$ cat src/rtl/pump_rotator.sv
// rtl/pump_rotator.sv - N-pump lead/lag rotation controller with fault failover
// Optional start counter enabled by defining PUMP_START_COUNT_EN.
module pump_rotator #(
    parameter int N_PUMPS       = 4,
    parameter int MIN_ON_CYCLES = 16,
    parameter int CNT_W         = 8,
    localparam int IDX_W        = $clog2(N_PUMPS)
) (
    input  logic               clk,
    input  logic               reset,
    input  logic               demand,
    input  logic [N_PUMPS-1:0] pump_fault,
    output logic [N_PUMPS-1:0] pump_en,
    output logic [IDX_W-1:0]   active_idx,
    output logic               running,
    output logic               failover,
    output logic               all_faulted,
    output logic [15:0]        start_count
);

    typedef enum logic {IDLE, RUN} state_t;

    localparam logic [CNT_W-1:0] CNT_MAX = CNT_W'(MIN_ON_CYCLES - 1);
    localparam logic [IDX_W-1:0] IDX_LAST = IDX_W'(N_PUMPS - 1);

    state_t             state_q, state_d;
    logic [IDX_W-1:0]   active_idx_q, active_idx_d;
    logic [N_PUMPS-1:0] pump_en_q, pump_en_d;
    logic [CNT_W-1:0]   run_cnt_q, run_cnt_d;
    logic               failover_q, failover_d;
    logic               all_faulted_q;

    logic [IDX_W-1:0]   sel_idx, cand;
    logic               sel_valid;

    // Walk candidates from farthest to nearest so the nearest healthy pump after active_idx wins;
    // active_idx itself (k = N_PUMPS) is the last resort.
    always_comb begin
        sel_valid = 1'b0;
        sel_idx   = active_idx_q;
        cand      = active_idx_q;
        for (int k = N_PUMPS; k >= 1; k--) begin
            cand = IDX_W'((int'(active_idx_q) + k) % N_PUMPS);
            if (!pump_fault[cand]) begin
                sel_valid = 1'b1;
                sel_idx   = cand;
            end
        end
    end

    always_comb begin
        state_d      = state_q;
        active_idx_d = active_idx_q;
        pump_en_d    = pump_en_q;
        run_cnt_d    = run_cnt_q;
        failover_d   = 1'b0;
        case (state_q)
            IDLE: begin
                pump_en_d = '0;
                if (demand && sel_valid) begin
                    state_d            = RUN;
                    active_idx_d       = sel_idx;
                    pump_en_d[sel_idx] = 1'b1;
                    run_cnt_d          = '0;
                end
            end
            RUN: begin
                // A fault on the running pump outranks both demand drop and the minimum-run exit.
                if (pump_fault[active_idx_q]) begin
                    pump_en_d = '0;
                    if (sel_valid) begin
                        active_idx_d       = sel_idx;
                        pump_en_d[sel_idx] = 1'b1;
                        run_cnt_d          = '0;
                        failover_d         = 1'b1;
                    end else begin
                        state_d = IDLE;
                    end
                end else if (run_cnt_q == CNT_MAX && !demand) begin
                    state_d   = IDLE;
                    pump_en_d = '0;
                end else if (run_cnt_q != CNT_MAX) begin
                    run_cnt_d = run_cnt_q + 1'b1;
                end
            end
            default: state_d = IDLE;
        endcase
    end

    always_ff @(posedge clk or negedge reset) begin
        if (!reset) begin
            state_q       <= IDLE;
            active_idx_q  <= IDX_LAST;
            pump_en_q     <= '0;
            run_cnt_q     <= '0;
            failover_q    <= 1'b0;
            all_faulted_q <= 1'b0;
        end else begin
            state_q       <= state_d;
            active_idx_q  <= active_idx_d;
            pump_en_q     <= pump_en_d;
            run_cnt_q     <= run_cnt_d;
            failover_q    <= failover_d;
            all_faulted_q <= &pump_fault;
        end
    end

`ifdef PUMP_START_COUNT_EN
    logic [15:0] start_count_q;
    logic        start_inc;

    assign start_inc = (state_q == IDLE && state_d == RUN) || failover_d;

    always_ff @(posedge clk or negedge reset) begin
        if (!reset) begin
            start_count_q <= 16'h0000;
        end else if (start_inc && start_count_q != 16'hFFFF) begin
            start_count_q <= start_count_q + 16'h0001;
        end
    end

    assign start_count = start_count_q;
`else
    assign start_count = 16'h0000;
`endif

    assign pump_en     = pump_en_q;
    assign active_idx  = active_idx_q;
    assign running     = (state_q == RUN);
    assign failover    = failover_q;
    assign all_faulted = all_faulted_q;

endmodule

$ cat config.mk
export PLATFORM = sky130hd
export DESIGN_NAME = pump_rotator
export DESIGN_NICKNAME = d
export VERILOG_FILES = /design/src/rtl/pump_rotator.sv
export SDC_FILE = /design/constraint.sdc
export NUM_CORES = 1
export LEC_CHECK = 0
export CAP_MARGIN = 20
export CORE_MARGIN = 10
export CORE_UTILIZATION = 24
export DETAILED_ROUTE_END_ITERATION = 10
export MAX_ROUTING_LAYER = met4
export PLACE_DENSITY = 0.51
export SLEW_MARGIN = 30
export SYNTH_ARGS = -nofsm -noshare
export SYNTH_HDL_FRONTEND = slang
export SYNTH_SLANG_ARGS = --single-unit
$ cat constraint.sdc
create_clock -name clk -period 3 [get_ports clk]
set_input_delay 0.75 -clock clk [delete_from_list [all_inputs] [get_ports clk]]
set_output_delay 0.75 -clock clk [all_outputs]
set_load 0.02 [all_outputs]
==> flow_metrics.tcl, run 1 <==
set metrics [dict create \
    min_path_cells 1 \
    post-cts-setup-buffers 0 \
    grt_max_degree 18 \
    io_pins 32 \
    gr-usage-all-layers_pct 6.44 \
    dr.pass1.iters 4 \
    p_per_area_nw_per_um2 816 \
    grt_antenna_before_repair 0 \
    wl_per_cell_um 13.5 \
    rsz0062_at_grt "false" \
    cts_tree "yes" \
    relSlewSlack_pct 48.8 \
    r2r_cells 4 \
    place_area_um2 1200 \
    grt_pass1_vias 823 \
    ant_nets 0 \
    fin_skew_ns 0.00461 \
    n_antenna_cell 0 \
    grt_pass1_wl_um 3860 \
    portBuffers 15 \
    rows 24 \
    clock-sinks 17 \
    ctsResizeCount 0 \
    finalCritPeriodShare_pct 83.2 \
    holdWs_ns 0.510 \
    cts.path.max_buffers 2 \
    crit_required_ns 3.17 \
    drt-total-wl_um 2360 \
    crit_type "in2reg" \
    finalHoldViolCount 0 \
    clk_pin_slew_worst_paths_ns 0.07 \
    crit_path_start_kind "input port" \
    drive_above_1_share_pct 17.9 \
    synth.most_common_cell "buf_4" \
    p_leak_nw 0.521 \
    hold_buffers 0 \
    max_freq_mhz 401 \
    synth_seq_cells 17 \
    status "finished, final reports clean" \
    fp.dieW_um 86.5 \
    drv_cap 0 \
    hp-class "reg2reg" \
    pre_cts_slack_ns 0.260 \
    dieArea_um2 7470 \
    tightest_slew_ns 0.766 \
    numCtsBuffers 3 \
    synth_top_area_cell "dfrtp_1" \
    remaining_drc_errors 0 \
    synthTopCellsByArea "dfrtp_1 35%, buf_4 11%, dfstp_2 5.0%" \
    dp_hpwl_um 1900 \
    yosysSeqAreaShare_pct 40.4 \
    core_area_um2 4320 \
    ys_warn_count 0 \
    syn_to_final_growth_pct 17.2 \
    fin_setup_tns_ns 0 \
    gp_routability_congestion 0.816 \
    die_h_um 86.5 \
    synth_commonest_cells "16 x buf_4, 15 x dfrtp_1, 9 x nor2_1" \
    fin_nets 132 \
    ir_drop_uv 222 \
    period_needed_ns 2.50 \
    syn_area_per_cell_um2 10.0 \
    fin_util_pct 28.7 \
    setup_viol 0 \
    fin_ws_ns 0.503 \
    synth_edf_count 0 \
    grt_overflow_total 0 \
    clk_latency_ns 0.25 \
    critPathCaptureType "register" \
    vias 795 \
    first_iter_violations 17 \
    htreeDepth 1 \
    via_per_inst 4.54 \
    synthCells 106 \
    crit_arrival_ns 2.67 \
    synthArstFlopShare_pct 100 \
    netlist.area_leader.share_pct 35.4 \
    synth_ff_type "dfrtp_1" \
    fin_area_um2 1240 \
    slew_violations 0 \
    cts_root_buffer "clkbuf_8" \
    synth.cell_area_um2 1060 \
    worstPathMaxFanout 7 \
    synth_cell_type_count 36 \
    start_util_pct 24.5 \
]
-- cell type report --
type	instances	area [um^2]
inverters	1	3.75
well taps	52	65.1
repair buffers	16	158
clock inverters	1	5.00
clock buffers	3	41.3
multi-input cells	85	542
fillers	462	3080
flip-flops and latches	17	428
-- state kept, by name, indices dropped and copies added, names as in the netlist --
| signal | flops |
|---|---|
| active_idx | 2 |
| all_faulted | 1 |
| failover | 1 |
| pump_en | 4 |
| run_cnt_q | 8 |
| running | 1 |
-- routing by layer --
layer  vias up  global-route usage, %  part of all wire, %
met3         2                   3.10                  8.1
li1        389                      -                    -
met5         -                      -                    0
met4         0                  0.884                 0.55
met1       383                   6.58                   41
met2        21                   11.2                   50
-- path summary, 6_finish.rpt --
kind	from	end	slack, ns
min reg2reg	pump_en[0]	pump_en[0]	0.51
max in group asynchronous	reset	run_cnt_q[7]	1.57
min	pump_en[0]	pump_en[0]	0.51
max	pump_fault[1]	run_cnt_q[2]	0.50
max reg2reg	active_idx[0]	run_cnt_q[2]	0.85
min in group asynchronous	reset	running	0.95
-- critical path, stage by stage --
cell             delay (ns)
clkdlybuf4s50_1        0.50
mux4_2                 0.53
or4b_4                 0.58
and4_4                 0.21
nor3_2                 0.10
-- report_power, final --
part | switching, mW | internal, mW | total [mW]
Sequential | 0.0682 | 0.300 | 0.368
Clock | 0.0807 | 0.0921 | 0.173
Combinational | 0.247 | 0.226 | 0.473
Total | 0.396 | 0.618 | 1.01
-- cells by family after synthesis --
logic type      synth area share [%]
buf+inv                         13.8
xor+xnor                        1.65
flops                           40.4
fa+ha+maj                       1.18
simple gates                    25.0
other cells                    0.354
compound gates                  11.3
mux                             6.26
-- cells in the final DEF, fill, tap and decap left out, types with 2 or more instances in the layout --
master           instances
xnor2_1                  2
nor2b_1                  2
a21oi_1                  3
o21ai_0                  5
conb_1                  16
nand4_1                  2
nand2_1                  5
nor2_1                   9
clkdlybuf4s50_1         15
nand3_1                  3
nor3_1                   5
a21boi_0                 2
clkbuf_8                 3
nand2b_1                 2
or3_1                    3
nor3_2                   2
mux2_2                   3
a32o_1                   4
dfrtp_1                 15
dfstp_2                  2
nor4_1                   3
-- stage by stage --
stage / total power [mW] / cells
floorplan: 0.714 / 121
finish: 1.01 / 175
detailed placement: 0.854 / 171
CTS: 1.03 / 175
global route: 1.09 / 175
global placement: 0.839 / 171
(Power assumes the default switching activity.)
==> inputs of run 2 (changes only) <==
--- a/config.mk
+++ b/config.mk
@@ -10,7 +10,7 @@
 export CORE_UTILIZATION = 24
 export DETAILED_ROUTE_END_ITERATION = 10
 export MAX_ROUTING_LAYER = met4
-export PLACE_DENSITY = 0.51
+export PLACE_DENSITY = 0.53
 export SLEW_MARGIN = 30
 export SYNTH_ARGS = -nofsm -noshare
 export SYNTH_HDL_FRONTEND = slang
==> constraint.sdc (replaced) <==
create_clock -name clk -period 2.05 [get_ports clk]
set_input_delay 0.5125 -clock clk [delete_from_list [all_inputs] [get_ports clk]]
set_output_delay 0.5125 -clock clk [all_outputs]
set_load 0.02 [all_outputs]
==> run 2 against run 1 <==
Compared with the run above:
- critical path type is now reg2reg
- power up 53%
- worst setup slack worse by 0.45 ns
- non-clock buffer count up 12
- clock power up 51%
- first-iteration DRC count rose to 2.9 times the previous value
- clock skew down 0.0020 ns
- largest power group unchanged
- global-route usage up 1.0 points
- register-to-register slack worse by 0.80 ns
- largest cell class unchanged
==> flow_metrics.tcl, run 2 (synthesized netlist as in run 1, its figures left out) <==
set metrics [dict create \
    r2r_slack_ns 0.05 \
    fin_area_um2 1330 \
    hold_buffers 0 \
    drive_above_1_share_pct 25.2 \
    finalCritPeriodShare_pct 97.6 \
    fin_setup_tns_ns 0 \
    design_power_total_mw 1.55 \
    final_common_cell "conb_1" \
    crit_type "reg2reg" \
    max_stage_delay_ns 0.58 \
    fin_ws_ns 0.0489 \
    endpoint "run_cnt_q[2]" \
    worstPathMaxFanout 4 \
    worstPathCellList "mux4_2, or4b_4, and4_4, nor3_2" \
    period_needed_ns 2.00 \
    internal-power_mw 0.946 \
    fin_nets 144 \
    rr_startpoint "active_idx[0]" \
    crit_arrival_ns 2.18 \
    p_clk_share_pct 16.8 \
    gp_routability_congestion 0.764 \
    syn_to_final_growth_pct 25.4 \
    p_leak_nw 0.596 \
    drt-total-wl_um 2630 \
    setup_viol 0 \
    dr.pass1.iters 4 \
    rows 24 \
    critPathCaptureType "register" \
    r2r_cells 4 \
    dp_hpwl_um 2080 \
    gr-usage-all-layers_pct 7.45 \
    htreeDepth 1 \
    seq_power_share_pct 33.5 \
    clk_latency_ns 0.25 \
    cts.path.max_buffers 2 \
    start_util_pct 24.5 \
    grt_pass1_vias 878 \
    via_per_inst 4.56 \
    numCtsBuffers 3 \
    cts_tree "yes" \
    ir_drop_uv 496 \
    ant_nets 0 \
    post-cts-setup-buffers 0 \
    pre_cts_slack_ns -0.279 \
    r2r-end "run_cnt_q[2]" \
    slew_violations 0 \
    grt_pass1_wl_um 4260 \
    p_sw_share_pct 39.1 \
    fin_skew_ns 0.00258 \
    first_iter_violations 49 \
    clk_pin_slew_worst_paths_ns 0.07 \
    rsz0062_at_grt "false" \
    grt_max_degree 18 \
    finalHoldViolCount 0 \
    largest_reg_flops 8 \
    grt_overflow_total 0 \
    n_antenna_cell 0 \
    portBuffers 15 \
    crit_path_start_kind "register" \
    p_sw_mw 0.608 \
    place_area_um2 1290 \
    fin_util_pct 30.7 \
    combPwrFrac_pct 49.7 \
    vias 853 \
    status "finished, final reports clean" \
    regMostFlops "run_cnt_q" \
    cpMaxStageDelayCell "or4b_4" \
    drv_cap 0 \
    wl_per_cell_um 14.1 \
    core_area_um2 4320 \
    dieArea_um2 7470 \
    p_per_area_nw_per_um2 1170 \
    startpoint "active_idx[0]" \
    clock-sinks 17 \
    final_cell_mix "16 x conb_1, 15 x dfrtp_1, 13 x buf_4" \
    remaining_drc_errors 0 \
    io_pins 32 \
    fp.dieW_um 86.5 \
    grt_antenna_before_repair 0 \
    cts_root_buffer "clkbuf_8" \
    die_h_um 86.5 \
    hp-class "reg2reg" \
    crit_required_ns 2.23 \
    max_freq_mhz 500 \
]
-- run 2: what timing repair did --
item | CTS | global route
setup endpoints to repair | 3 | 1
endpoints found under the hold margin | 0 | 0
pin swaps | 1 | 0
gates resized for setup | 5 | 1
-- run 2: worst max-delay path: cells and delay by family (launching register included) --
kind	cells	cell delay, ns
muxes	1	0.54
DFF	1	0.55
and+or+nand+nor	3	0.84
-- run 2: metal layers --
layer  track usage, %  vias up  share of wire, %
met4             4.12        0               1.6
met3             2.63        4               7.6
li1                 -      410                 -
met2             12.4       25                51
met1             7.46      414                40
met5                -        -                 0
-- run 2: final cells by class --
class                      instances  area, um^2
tap                               52        65.1
clock buffer                       3        41.3
multi-input combinational         85         542
sequential                        17         428
fill                             467        3000
clock inverter                     1        5.00
timing repair buffer              28         244
inverter                           1        3.75
-- run 2: worst min-delay path by stage --
| stage | from | end | slack (ns) | depth (start not counted) |
|---|---|---|---|---|
| 2_1_floorplan | reset | all_faulted | 0.22 | 0 |
| 3_3_place_gp | pump_en[0] | pump_en[0] | 0.49 | 1 |
| 3_5_place_dp | pump_en[0] | pump_en[0] | 0.49 | 1 |
| 4_1_cts | pump_en[1] | pump_en[1] | 0.51 | 1 |
| 5_1_grt | pump_en[1] | pump_en[1] | 0.52 | 1 |
| 6_report | pump_en[1] | pump_en[1] | 0.50 | 1 |
-- run 2: metrics by stage --
stage	std cells	hold slack, ns
3_5_place_dp	183	0.487
4_1_cts	187	0.511
5_1_grt	187	0.517
2_1_floorplan	121	0.217
3_3_place_gp	183	0.491
6_report	187	0.505
-- run 2: power groups by stage --
stage | logic (mW) | registers, mW | clock network, mW
after CTS | 0.786 | 0.521 | 0.266
final | 0.772 | 0.521 | 0.262
after global routing | 0.853 | 0.534 | 0.280
after detailed placement | 0.792 | 0.525 | 0
after floorplan | 0.458 | 0.586 | 0
after global placement | 0.775 | 0.522 | 0
